File: config.mk
export PLATFORM = sky130hd
export DESIGN_NAME = mandel_pixel_scheduler
export DESIGN_NICKNAME = d
export VERILOG_FILES = /design/src/rtl/mandel_pixel_scheduler.sv
export SDC_FILE = /design/constraint.sdc
export NUM_CORES = 1
export LEC_CHECK = 0
export CORE_MARGIN = 2
export CORE_UTILIZATION = 52
export CTS_BUF_LIST = sky130_fd_sc_hd__clkbuf_4 sky130_fd_sc_hd__clkbuf_8 sky130_fd_sc_hd__clkbuf_16
export DETAILED_ROUTE_END_ITERATION = 10
export PLACE_DENSITY = 0.8
export SYNTH_ARGS = -nofsm -noshare
export SYNTH_HDL_FRONTEND = slang
export SYNTH_SLANG_ARGS = --single-unit
File: constraint.sdc
create_clock -name aclk -period 2.3 [get_ports aclk]
set_input_delay 0.69 -clock aclk [delete_from_list [all_inputs] [get_ports aclk]]
set_output_delay 0.69 -clock aclk [all_outputs]
set_load 0.005 [all_outputs]
File: src/rtl/mandel_pixel_scheduler.sv
// rtl/mandel_pixel_scheduler.sv - raster-order job dispatcher and result re-serialiser for parallel iteration engines
module mandel_pixel_scheduler #(
    parameter int NUM_ENG = 2,
    parameter int X_SIZE  = 640,
    parameter int Y_SIZE  = 480,
    parameter int ITER_W  = 8
) (
    input  logic                      aclk,
    input  logic                      areset,
    input  logic                      frame_start,
    input  logic                      continuous,
    output logic                      busy,
    output logic                      frame_done,
    output logic [NUM_ENG-1:0]        eng_start_valid,
    input  logic [NUM_ENG-1:0]        eng_start_ready,
    output logic [9:0]                eng_x,
    output logic [8:0]                eng_y,
    input  logic [NUM_ENG-1:0]        eng_res_valid,
    input  logic [NUM_ENG*ITER_W-1:0] eng_res_iter,
    output logic [NUM_ENG-1:0]        eng_res_ready,
    output logic                      pix_valid,
    input  logic                      pix_ready,
    output logic [ITER_W-1:0]         pix_iter,
    output logic                      pix_sof,
    output logic                      pix_eol
);

    localparam int PTR_W = (NUM_ENG > 1) ? $clog2(NUM_ENG) : 1;

    typedef enum logic [1:0] {IDLE, RUN, DRAIN} state_t;

    state_t             state, state_next;
    logic [9:0]         ix, rx;
    logic [8:0]         iy, ry;
    logic [PTR_W-1:0]   iss_ptr, ret_ptr;
    logic [NUM_ENG-1:0] outstanding;
    logic               out_last;

    logic               iss_busy, ret_busy;
    logic [ITER_W-1:0]  ret_iter;
    logic               iss_hs, res_hs, pix_hs, last_pix_hs, frame_clear;
    logic               iss_last, ret_last;

    function automatic logic [PTR_W-1:0] ptr_inc(input logic [PTR_W-1:0] p);
        return (p == PTR_W'(NUM_ENG - 1)) ? '0 : p + PTR_W'(1);
    endfunction

    assign eng_x = ix;
    assign eng_y = iy;
    assign busy  = (state != IDLE);

    always_comb begin
        iss_busy = 1'b0;
        ret_busy = 1'b0;
        ret_iter = '0;
        for (int k = 0; k < NUM_ENG; k++) begin
            if (iss_ptr == PTR_W'(k)) iss_busy = outstanding[k];
            if (ret_ptr == PTR_W'(k)) begin
                ret_busy = outstanding[k];
                ret_iter = eng_res_iter[k*ITER_W +: ITER_W];
            end
        end
    end

    always_comb begin
        eng_start_valid = '0;
        eng_res_ready   = '0;
        if (state == RUN && !iss_busy)
            eng_start_valid = NUM_ENG'(1) << iss_ptr;
        if (state != IDLE && ret_busy && (!pix_valid || pix_ready))
            eng_res_ready = NUM_ENG'(1) << ret_ptr;
        iss_hs      = |(eng_start_valid & eng_start_ready);
        res_hs      = |(eng_res_ready & eng_res_valid);
        pix_hs      = pix_valid && pix_ready;
        last_pix_hs = (state == DRAIN) && pix_hs && out_last;
        frame_done  = last_pix_hs;
        iss_last    = (ix == 10'(X_SIZE - 1)) && (iy == 9'(Y_SIZE - 1));
        ret_last    = (rx == 10'(X_SIZE - 1)) && (ry == 9'(Y_SIZE - 1));
    end

    always_comb begin
        state_next  = state;
        frame_clear = 1'b0;
        case (state)
            IDLE: begin
                if (frame_start) begin
                    state_next  = RUN;
                    frame_clear = 1'b1;
                end
            end
            RUN: begin
                if (iss_hs && iss_last) state_next = DRAIN;
            end
            DRAIN: begin
                if (last_pix_hs) begin
                    state_next  = continuous ? RUN : IDLE;
                    frame_clear = 1'b1;
                end
            end
            default: state_next = IDLE;
        endcase
    end

    always_ff @(posedge aclk or posedge areset) begin
        if (areset) begin
            state       <= IDLE;
            ix          <= '0;
            iy          <= '0;
            rx          <= '0;
            ry          <= '0;
            iss_ptr     <= '0;
            ret_ptr     <= '0;
            outstanding <= '0;
            pix_valid   <= 1'b0;
            pix_iter    <= '0;
            pix_sof     <= 1'b0;
            pix_eol     <= 1'b0;
            out_last    <= 1'b0;
        end else begin
            state <= state_next;
            // Issue sees the pre-clear outstanding bit, so an engine retiring this cycle is re-issued next cycle.
            outstanding <= (outstanding | (eng_start_valid & eng_start_ready))
                         & ~(eng_res_ready & eng_res_valid);
            if (frame_clear) begin
                ix      <= '0;
                iy      <= '0;
                rx      <= '0;
                ry      <= '0;
                iss_ptr <= '0;
                ret_ptr <= '0;
            end else begin
                if (iss_hs) begin
                    iss_ptr <= ptr_inc(iss_ptr);
                    if (ix == 10'(X_SIZE - 1)) begin
                        ix <= '0;
                        iy <= (iy == 9'(Y_SIZE - 1)) ? 9'd0 : iy + 9'd1;
                    end else begin
                        ix <= ix + 10'd1;
                    end
                end
                if (res_hs) begin
                    ret_ptr <= ptr_inc(ret_ptr);
                    if (rx == 10'(X_SIZE - 1)) begin
                        rx <= '0;
                        ry <= (ry == 9'(Y_SIZE - 1)) ? 9'd0 : ry + 9'd1;
                    end else begin
                        rx <= rx + 10'd1;
                    end
                end
            end
            if (res_hs) begin
                pix_valid <= 1'b1;
                pix_iter  <= ret_iter;
                pix_sof   <= (rx == 10'd0) && (ry == 9'd0);
                pix_eol   <= (rx == 10'(X_SIZE - 1));
                out_last  <= ret_last;
            end else if (pix_ready) begin
                pix_valid <= 1'b0;
            end
        end
    end

endmodule

==> impl_results.md, run 1 <==
* Result of the run: completed
* H-tree depth reported by CTS at 2
* Reg2Reg Launch Point: eng_x[1]
* Via count of the first global-routing pass at 2687
* Worst slack at placement at -0.5561 ns
* Clk_lat worst skew at 0.31 ns
* Total detailed-routing wirelength at between 7000 and 8000 um
* Stage delay of the slowest cell on the critical path at 0.24 ns
* Hold Violations, Final at 0
* Core region area at 0.005574 sq mm
* Post-synthesis cell area at 0.003020 sq mm
* Cell types with the largest area share after synthesis: sky130_fd_sc_hd__dfrtp_1, sky130_fd_sc_hd__nand2_1, sky130_fd_sc_hd__mux2i_1
* Fin. max-slew vios at 0
* Leading cell type in the layout, fill and taps excluded: sky130_fd_sc_hd__dfrtp_1
* First-pass GRT wire length at 12800 um
* Initial standard-cell utilization of the core at 54.19%
* Slowest cell on crit path: sky130_fd_sc_hd__dlygate4sd2_1
* Period utilization at 95.19%
* Growth of design area from synthesis to finish at 36.33%
* Pwr dens at between 800 and 900 mW/mm^2
* Vert. Die Dim at 80.22 um
* Final critical-path setup slack at 0.1106 ns
* Number of maximum-capacitance violations at 0
* Detailed-route vias per instance at 5.774
* Top fanout value on the critical path at 4
* Via count at 2812
* Flops & latches, synth at 56
* Number of placed I/O pins at 61
* Antenna-violating nets left at 0
* Fin util at 73.87%
* Peak VDD IR at 0.4522 mV
* CP endpoint kind: primary output
* Total CTS buffers at 5
* Worst hold start: pix_iter[6]
* Leakage power figure at 1.831 nW
* CTS clock-pin slew for the worst setup and hold paths at 0.09 ns
* Average cell area after synthesis at 9.468 sq um
* Area of placed instances at 0.003935 sq mm
* GR Overflow Total at 0
* Number of sinks handled by clock tree synthesis at 56
* Cell accounting for the most synthesized area: sky130_fd_sc_hd__dfrtp_1
* Die width at 80.22 um
* Number of enable-type register cells in the synthesized netlist at 0
* Buffers from clock root to sink, at most at 2
* All-Layer GR Usage at 25.24%
* Measured slew at the worst slew-check pin at 0.4005 ns
* Top cell type's share of synthesized area at a little under half
* Worst Setup SP: pix_ready
* Number of detailed-routing iterations run before antenna repair at 4
* Mapped Cells at 319
* Die outline area at 0.006434 sq mm
* Seq/Total Area, Yosys at 46.40%
* Startpoint class of the critical path: input port
* Top library cells by usage in the layout, fill and taps aside: sky130_fd_sc_hd__dfrtp_1, sky130_fd_sc_hd__clkdlybuf4s50_1, sky130_fd_sc_hd__nand2_1, sky130_fd_sc_hd__buf_4, sky130_fd_sc_hd__nor2_1
* Net count of the mapped netlist at 350
* Class of the tightest hold or removal check: reg -> reg
* Count of synthesis-stage warnings from yosys at 0
* RSZ-0062 raised after global routing: no
* Async SR Flop Fraction at 100.0%
* Drt drc at 0
* Normalized max-slew margin at roughly 73%
* Critical-path cell list: clkdlybuf4s15_2 -> nand2b_4 -> nand2_2 -> nor3b_2 -> dlygate4sd2_1
* Minimum clock period at 2.189 ns
* Site Rows at 27
* Data required time at the worst endpoint at 1.61 ns
* Detailed-placement wirelength estimate at 5526 um
* Count of different cell masters after synthesis at 52
* Prevailing post-synth register cell: sky130_fd_sc_hd__dfrtp_1
* Maximum frequency from static timing analysis at between 400 and 500 MHz
* Worst clock skew at 0.007284 ns
* Diode count at 0
* Layout cell share with drive strength beyond 1 at approximately 15%
* Net count of the finished layout at 445
* Worst Setup Path Type: in -> out
* CTS root buffer: sky130_fd_sc_hd__clkbuf_8
* Layout Cell Area excl Fill at between 0.004 and 0.005 sq mm
* Number of setup violations in the final report at 0
* Number of port buffers at 60
* Data arrival time at the worst-slack endpoint at 1.50 ns
* Gpl congestion at 0.9272
* WL/cell at about 15 um
* Clock tree from TritonCTS: yes
* Largest net degree at the start of global routing at 57
* Number of antenna violations at the first check in global routing at 0
* Starting DRT DRC Count at between 200 and 250
## through the flow
step / setup TNS, ns / std cells / hold slack [ns] / power (mW)
2_1_floorplan: 0 / 319 / 0.4700 / 1.995
3_3_place_gp: -5.224 / 475 / 0.4606 / 2.598
3_5_place_dp: -6.869 / 475 / 0.4696 / 2.651
4_1_cts: 0 / 486 / 0.4911 / 3.370
5_1_grt: 0 / 487 / 0.5266 / 3.607
6_report: 0 / 487 / 0.4834 / 3.369
## metal layers
layer / up-vias / share of wire [%] / track usage [%]
met4: 0 / 2.0 / 8.305
met3: 12 / 4.6 / 4.831
met2: 72 / 49 / 40.00
met1: 1376 / 44 / 34.95
met5: - / 0 / 0
li1: 1352 / - / -
## worst paths after layout
path	endpoint	slack (ns)	cells past startpoint
max	eng_res_ready[0]	0.11	5
min	pix_iter[6]	0.48	2
max reg2reg	eng_y[5]	0.22	6
min reg2reg	pix_iter[6]	0.48	2
max in group asynchronous	state[1]	1.29	3
min in group asynchronous	eng_x[8]	0.74	3
## synth_stat cells (5+ instances only)
cell type and n:
sky130_fd_sc_hd__nor2_1 30, sky130_fd_sc_hd__nand3_1 19, sky130_fd_sc_hd__nand2_1 42, sky130_fd_sc_hd__o21ai_0 18, sky130_fd_sc_hd__clkbuf_1 5, sky130_fd_sc_hd__dfrtp_1 56, sky130_fd_sc_hd__ha_1 6, sky130_fd_sc_hd__o211ai_1 5
sky130_fd_sc_hd__or4_1 5, sky130_fd_sc_hd__nand4_1 10, sky130_fd_sc_hd__nor3_1 5, sky130_fd_sc_hd__mux2i_1 13, sky130_fd_sc_hd__xor2_1 9, sky130_fd_sc_hd__nor2b_1 6, sky130_fd_sc_hd__inv_1 8, sky130_fd_sc_hd__a21oi_1 18
## cell type report
type / count / area (sq um)
multi-input cells: 246 / 1573
inverters: 8 / 30.03
repair buffers: 97 / 895.9
fillers: 396 / 1456
well taps: 72 / 90.09
flip-flops and latches: 56 / 1403
clock inverters: 1 / 30.03
clock buffers: 7 / 96.34
## report_power, final
group	leakage, nW	switching, mW	internal (mW)	total (mW)
logic	1.04	0.549	0.697	1.25
registers	0.723	0.238	1.19	1.42
clock network	0.0645	0.314	0.385	0.699
total	1.83	1.10	2.27	3.37
## sequential cells by signal (all words and copies together), names as in the netlist
name         count
eng_x           10
eng_y            9
iss_ptr          1
out_last         1
outstanding      2
pix_eol          1
pix_iter         8
pix_sof          1
pix_valid        1
ret_ptr          1
rx              10
ry               9
state            2
## critical path: cells and delay by family
family	cells	cell delay (ns)
buf+inv	2	0.45
simple gates	3	0.36
## kinds of logic (layout without fill, tap and decap cells)
kind of cell	count (synthesis)	count (layout)	synth area share (%)
simple gates	152	152	28.09
compound gates	62	62	12.76
flops	56	56	46.40
buf+inv	17	113	2.196
xor+xnor	13	13	3.770
mux	13	13	4.308
fa+ha+maj	6	6	2.485
## repair_timing
item                                    CTS  global route
hold buffers                              0             0
pin swaps                                 3             1
endpoints found under the setup margin    5             5
buffers inserted                          3             1
gates cloned                              0             0
gates resized for setup                  10             6
(Power assumes the default switching activity.)
==> run 2, diff against run 1 <==
GPL_TIMING_DRIVEN = 0   (was default)
==> impl_results.md, run 2 (synthesis gave the netlist of run 1 again) <==
* Net count of the finished layout at 432 (was 445)
* Clk_lat worst skew at 0.31 ns (about the same)
* CTS root buffer: sky130_fd_sc_hd__clkbuf_8 (unchanged)
* Total CTS buffers at 5 (unchanged)
* Summed negative setup slack over all endpoints at 0 ns (unchanged)
* Area of placed instances at 0.003731 sq mm (was 0.003935 sq mm)
* Class of the tightest hold or removal check: reg -> reg (unchanged)
* Data required time at the worst endpoint at 1.61 ns (about the same)
* Worst Setup Path Type: reg -> out (was in -> out)
* Top fanout value on the critical path at 3 (was 4)
* Buffers from clock root to sink, at most at 2 (unchanged)
* Leakage power figure at 1.724 nW (was 1.831 nW)
* Detailed-placement wirelength estimate at 5037 um (was 5526 um)
* Normalized max-slew margin at 68.94% (was 73.25%)
* CP endpoint kind: primary output (unchanged)
* Top library cells by usage in the layout, fill and taps aside: sky130_fd_sc_hd__clkdlybuf4s50_1, sky130_fd_sc_hd__dfrtp_1, sky130_fd_sc_hd__nand2_1, sky130_fd_sc_hd__nor2_1, sky130_fd_sc_hd__nand3_1 (was sky130_fd_sc_hd__dfrtp_1, sky130_fd_sc_hd__clkdlybuf4s50_1, sky130_fd_sc_hd__nand2_1, sky130_fd_sc_hd__buf_4, sky130_fd_sc_hd__nor2_1)
* Leading cell type in the layout, fill and taps excluded: sky130_fd_sc_hd__clkdlybuf4s50_1 (was sky130_fd_sc_hd__dfrtp_1)
* Startpoint class of the critical path: flop (was input port)
* P_int at 2.043 mW (was 2.267 mW)
* Number of buffers and inverters on the critical path at 1 (was 2)
* Growth of design area from synthesis to finish at 31.07% (was 36.33%)
* Minimum clock period at 2.263 ns (was 2.189 ns)
* Layout Cell Area excl Fill at 0.003959 sq mm (was 0.004118 sq mm)
* Pwr dens at 791.2 mW/mm^2 (was 818.1 mW/mm^2)
* WL/cell at 15.27 um (was 15.40 um)
* CTS clock-pin slew for the worst setup and hold paths at 0.09 ns (about the same)
* Top cell family by delay on the critical path: buffers and inverters (unchanged)
* Largest net degree at the start of global routing at 37 (was 57)
* Die outline area at 0.006434 sq mm (unchanged)
* Slowest cell on crit path: sky130_fd_sc_hd__clkdlybuf4s50_1 (was sky130_fd_sc_hd__dlygate4sd2_1)
* Detailed-route vias per instance at 5.831 (was 5.774)
* Tot Pwr at 3.132 mW (was 3.369 mW)
* Site Rows at 27 (unchanged)
* GR Overflow Total at 0 (unchanged)
* Peak VDD IR at 0.4528 mV (was 0.4522 mV)
* First-pass GRT wire length at 11900 um (was 12800 um)
* Worst clock skew at 0.004719 ns (was 0.007284 ns)
* Total detailed-routing wirelength at 7222 um (was 7498 um)
* H-tree depth reported by CTS at 2 (unchanged)
* Period utilization at 98.39% (was 95.19%)
* Number of antenna violations at the first check in global routing at 0 (unchanged)
* RSZ-0062 raised after global routing: no (unchanged)
* Layout cell share with drive strength beyond 1 at 12.47% (was 15.42%)
* Critical-path cell list: and4bb_2 -> clkdlybuf4s50_1 (was clkdlybuf4s15_2 -> nand2b_4 -> nand2_2 -> nor3b_2 -> dlygate4sd2_1)
* Share of total power in combinational logic at 38.5% (was 37.0%)
* Number of port buffers at 60 (unchanged)
* Gpl congestion at 0.8301 (was 0.9272)
* Stage delay of the slowest cell on the critical path at 0.51 ns (was 0.24 ns)
* Maximum frequency from static timing analysis at 441.9 MHz (was 456.8 MHz)
* Result of the run: completed (unchanged)
* Total of hold buffers inserted after clock tree synthesis at 0 (unchanged)
* All-Layer GR Usage at 23.28% (was 25.24%)
* Power share of the sequential group at 45.2% (was 42.3%)
* Starting DRT DRC Count at 165 (was 207)
* Clock tree from TritonCTS: yes (unchanged)
* Number of setup violations in the final report at 0 (unchanged)
* Switching Fraction at 34.79% (was 32.70%)
* Measured slew at the worst slew-check pin at 0.4659 ns (was 0.4005 ns)
* Vert. Die Dim at 80.22 um (unchanged)
* Number of placed I/O pins at 61 (unchanged)
* Core region area at 0.005574 sq mm (unchanged)
* Total net switching power at 1.090 mW (was 1.102 mW)
* Antenna-violating nets left at 0 (unchanged)
* Number of maximum-capacitance violations at 0 (unchanged)
* Drt drc at 0 (unchanged)
* Via count at 2758 (was 2812)
* Number of detailed-routing iterations run before antenna repair at 4 (unchanged)
* Number of sinks handled by clock tree synthesis at 56 (unchanged)
* Fin. max-slew vios at 0 (unchanged)
* Via count of the first global-routing pass at 2508 (was 2687)
* Die width at 80.22 um (unchanged)
* Data arrival time at the worst-slack endpoint at 1.57 ns (was 1.50 ns)
* Hold Violations, Final at 0 (unchanged)
* Diode count at 0 (unchanged)
* Clock share of power at 16.3% (was 20.7%)
* Initial standard-cell utilization of the core at 54.19% (unchanged)
run 2: cell types whose count changed in the layout (fill, tap and decap cells not counted), moves of 2 or more:
cell,change
sky130_fd_sc_hd__buf_4,-22
sky130_fd_sc_hd__clkdlybuf4s50_1,+2
sky130_fd_sc_hd__dlymetal6s2s_1,-2
sky130_fd_sc_hd__buf_2,+2
sky130_fd_sc_hd__clkbuf_8,-2
sky130_fd_sc_hd__dfrtp_1,-3
sky130_fd_sc_hd__dfrtp_2,+3
sky130_fd_sc_hd__clkbuf_2,+5
run 2: per-layer routing:
layer  GRT usage [%]  wire length (um)  vias up  share of wire, %
li1                -                 -     1330                 -
met2           37.75              3585       55                50
met3           3.933               296        8               4.1
met4           6.271               105        0               1.5
met5               0                 0        -                 0
met1           32.38              3235     1365                45
run 2: final cells by class:
class | count | area (sq um)
multi-input cells | 246 | 1583
fillers | 413 | 1615
flip-flops and latches | 56 | 1406
repair buffers | 75 | 725.7
plain buffers | 9 | 42.54
clock inverters | 2 | 12.51
well taps | 72 | 90.09
clock buffers | 5 | 68.82
inverters | 8 | 30.03
run 2: metrics by stage:
step                cells  utilization, %  worst slack (ns)  hold WS, ns
CTS                   470           70.10           0.02029       0.4920
detailed placement    452           66.94           -0.7400       0.4726
global placement      451           66.58           -0.7831       0.4611
global route          473           71.02          0.005551       0.5134
finish                473           71.02           0.03696       0.4878
floorplan             319               -            0.2020       0.4700
run 2: timing repair:
item                       CTS  global route
resized for setup           13            13
setup buffers               11             3
pin swaps                    6             1
setup endpoints to repair   49            39
run 2: worst paths after layout:
kind	from	end	slack, ns	cells after the start
max	state[1]	eng_start_valid[1]	0.04	2
max reg2reg	rx[2]	ry[1]	0.18	5
max in group asynchronous	areset	state[0]	1.03	3
min in group asynchronous	areset	pix_eol	0.72	2
min	pix_iter[0]	pix_iter[0]	0.49	2
min reg2reg	pix_iter[0]	pix_iter[0]	0.49	2
run 2: worst reg2reg max path, cell delays in order (launching register included):
cell and delay, ns:
sky130_fd_sc_hd__dfrtp_1 0.48, sky130_fd_sc_hd__nand4_1 0.32, sky130_fd_sc_hd__nor3_4 0.48, sky130_fd_sc_hd__o21ai_2 0.23, sky130_fd_sc_hd__or3b_1 0.40, sky130_fd_sc_hd__a21oi_1 0.14
run 2: power by group through the flow:
stage / registers (mW) / logic [mW] / clock network [mW]
after CTS: 1.42 / 1.15 / 0.522
final: 1.42 / 1.21 / 0.510
after global placement: 1.42 / 1.05 / 0
after detailed placement: 1.44 / 1.09 / 0
after global routing: 1.45 / 1.33 / 0.562
after floorplan: 1.40 / 0.600 / 0
==> run 3, diff against run 2 <==
CORE_MARGIN = 4   (was 2)
CORE_UTILIZATION = 55   (was 52)
PLACE_DENSITY = 0.84   (was 0.8)
SLEW_MARGIN = 10   (was default)
clock period = 2.8 ns   (was 2.3 ns; I/O delays follow)
==> impl_results.md, run 3 (synthesis gave the netlist of run 1 again) <==
* Result of the run: completed (unchanged)
* Growth of design area from synthesis to finish at 27.05% (was 31.07%)
* Clk_lat worst skew at 0.32 ns (was 0.31 ns)
* CTS clock-pin slew for the worst setup and hold paths at 0.11 ns (was 0.09 ns)
* CTS root buffer: sky130_fd_sc_hd__clkbuf_8 (unchanged)
* Layout cell share with drive strength beyond 1 at 6.427% (was 12.47%)
* Worst clock skew at 0.01663 ns (was 0.004719 ns)
* Site Rows at 26 (was 27)
* Switching Fraction at 35.64% (was 34.79%)
* Via count at 2703 (was 2758)
* Share of total power in combinational logic at 35.5% (was 38.5%)
* First-pass GRT wire length at 12200 um (was 11900 um)
* Initial standard-cell utilization of the core at 58.03% (was 54.19%)
* Power share of the sequential group at 46.6% (was 45.2%)
* End of the worst register-to-register path: eng_y[5] (was ry[1])
* Number of placed I/O pins at 61 (unchanged)
* Layout Cell Area excl Fill at 0.003837 sq mm (was 0.003959 sq mm)
* Gpl congestion at 0.8273 (was 0.8301)
* Net count of the finished layout at 419 (was 432)
* Via count of the first global-routing pass at 2573 (was 2508)
* Area of placed instances at 0.003729 sq mm (was 0.003731 sq mm)
* Endpoint of the worst hold-timing path: pix_iter[0] (unchanged)
* Vert. Die Dim at 82.11 um (was 80.22 um)
* Hold Path Cell Cnt at 2 (unchanged)
* Clock share of power at 17.9% (was 16.3%)
* Detailed-route vias per instance at 5.889 (was 5.831)
* Top fanout value on the critical path at 5 (was 3)
* Top library cells by usage in the layout, fill and taps aside: sky130_fd_sc_hd__dfrtp_1, sky130_fd_sc_hd__clkdlybuf4s50_1, sky130_fd_sc_hd__nand2_1, sky130_fd_sc_hd__nor2_1, sky130_fd_sc_hd__nand3_1 (was sky130_fd_sc_hd__clkdlybuf4s50_1, sky130_fd_sc_hd__dfrtp_1, sky130_fd_sc_hd__nand2_1, sky130_fd_sc_hd__nor2_1, sky130_fd_sc_hd__nand3_1)
* Number of detailed-routing iterations run before antenna repair at 4 (unchanged)
* Class of the tightest hold or removal check: reg -> reg (unchanged)
* Data required time at the worst endpoint at 1.96 ns (was 1.61 ns)
* Largest net degree at the start of global routing at 40 (was 37)
* CP endpoint kind: primary output (unchanged)
* Maximum frequency from static timing analysis at 384.1 MHz
* Number of maximum-capacitance violations at 0 (unchanged)
* Period utilization at 92.98%
* Setup slack, reg-to-reg at 0.35 ns (was 0.18 ns)
* Antenna-violating nets left at 0 (unchanged)
* Number of antenna violations at the first check in global routing at 0 (unchanged)
* Total net switching power at 0.8946 mW (was 1.090 mW)
* Total detailed-routing wirelength at 7386 um (was 7222 um)
* Reg2Reg Launch Point: eng_x[0] (was rx[2])
* WL/cell at 16.09 um (was 15.27 um)
* Drt drc at 0 (unchanged)
* Hold slack final at 0.4892 ns (was 0.4878 ns)
* Clock tree from TritonCTS: yes (unchanged)
* P_int at 1.616 mW (was 2.043 mW)
* Total CTS buffers at 5 (unchanged)
* H-tree depth reported by CTS at 2 (unchanged)
* Normalized max-slew margin at 50.50% (was 68.94%)
* Die outline area at 0.006741 sq mm (was 0.006434 sq mm)
* Fin. max-slew vios at 0 (unchanged)
* Depth of the worst register-to-register path at 7 (was 5)
* Data arrival time at the worst-slack endpoint at 1.76 ns (was 1.57 ns)
* Buffers from clock root to sink, at most at 2 (unchanged)
* Worst Setup Path Type: reg -> out (unchanged)
* Number of setup violations in the final report at 0 (unchanged)
* Number of sinks handled by clock tree synthesis at 56 (unchanged)
* Worst hold start: pix_iter[0] (unchanged)
* Measured slew at the worst slew-check pin at 0.7425 ns (was 0.4659 ns)
* Core region area at 0.005205 sq mm (was 0.005574 sq mm)
* Peak VDD IR at 0.3837 mV (was 0.4528 mV)
* All-Layer GR Usage at 23.25% (was 23.28%)
* Pwr dens at 654.1 mW/mm^2 (was 791.2 mW/mm^2)
* Die width at 82.11 um (was 80.22 um)
* Starting DRT DRC Count at 135 (was 165)
* Leakage power figure at 1.633 nW (was 1.724 nW)
* Number of port buffers at 60 (unchanged)
* Minimum clock period at 2.603 ns
* RSZ-0062 raised after global routing: no (unchanged)
* Diode count at 0 (unchanged)
* Startpoint class of the critical path: flop (unchanged)
* Detailed-placement wirelength estimate at 5397 um (was 5037 um)
* Hold Violations, Final at 0 (unchanged)
* GR Overflow Total at 0 (unchanged)
==> run 3: worst max-delay path, stage by stage, from the launching register on <==
cell and delay, ns:
sky130_fd_sc_hd__dfrtp_1 0.49, sky130_fd_sc_hd__and4bb_1 0.41, sky130_fd_sc_hd__clkdlybuf4s50_1 0.54
==> run 3: layout make-up <==
cell class | instances | area, sq um
Timing Repair Buffer | 62 | 629.4
Inverter | 8 | 30.03
Fill cell | 379 | 1368
Multi-Input combinational cell | 246 | 1563
Buffer | 9 | 36.28
Tap cell | 70 | 87.58
Sequential cell | 56 | 1401
Clock buffer | 5 | 68.82
Clock inverter | 3 | 21.27
==> run 3: power groups by stage <==
stage | combinational [mW] | sequential [mW] | clock, mW
floorplan | 0.493 | 1.15 | 0
global placement | 0.869 | 1.17 | 0
CTS | 0.906 | 1.16 | 0.457
detailed placement | 0.906 | 1.17 | 0
finish | 0.892 | 1.17 | 0.449
global route | 0.989 | 1.20 | 0.496
==> run 3: how the worst max path moves through the flow <==
stage	from	end	cells after the start
after floorplan	pix_ready	rx[9]	6
after global placement	pix_ready	frame_done	4
after detailed placement	pix_ready	frame_done	4
after CTS	pix_ready	eng_res_ready[1]	5
after global routing	eng_res_valid[0]	pix_iter[3]	8
final	state[1]	eng_start_valid[1]	2
==> run 3: per-stage QoR <==
step	instances	TNS [ns]	setup slack (ns)	total power [mW]	util, %
final	459	0	0.1966	2.510	73.73
after global routing	459	0	0.1093	2.683	73.73
after CTS	459	0	0.04386	2.526	73.58
after detailed placement	450	-9.448	-0.4731	2.080	71.63
after global placement	449	-33.66	-0.5046	2.037	71.25
after floorplan	319	0	0.5804	1.639	-
==> run 3: timing repair <==
action                                  4_1_cts  5_1_grt
hold buffers                                  0        0
resized for setup                             6        2
setup buffers                                 1        0
endpoints found under the setup margin        3        1
pin swaps                                     1        0
==> run 3: metal layers <==
layer	share of wire [%]	up-vias	track usage [%]
li1	-	1305	-
met5	0	-	0
met3	5.6	10	4.121
met2	49	81	38.21
met1	44	1307	31.40
met4	1.4	0	7.309
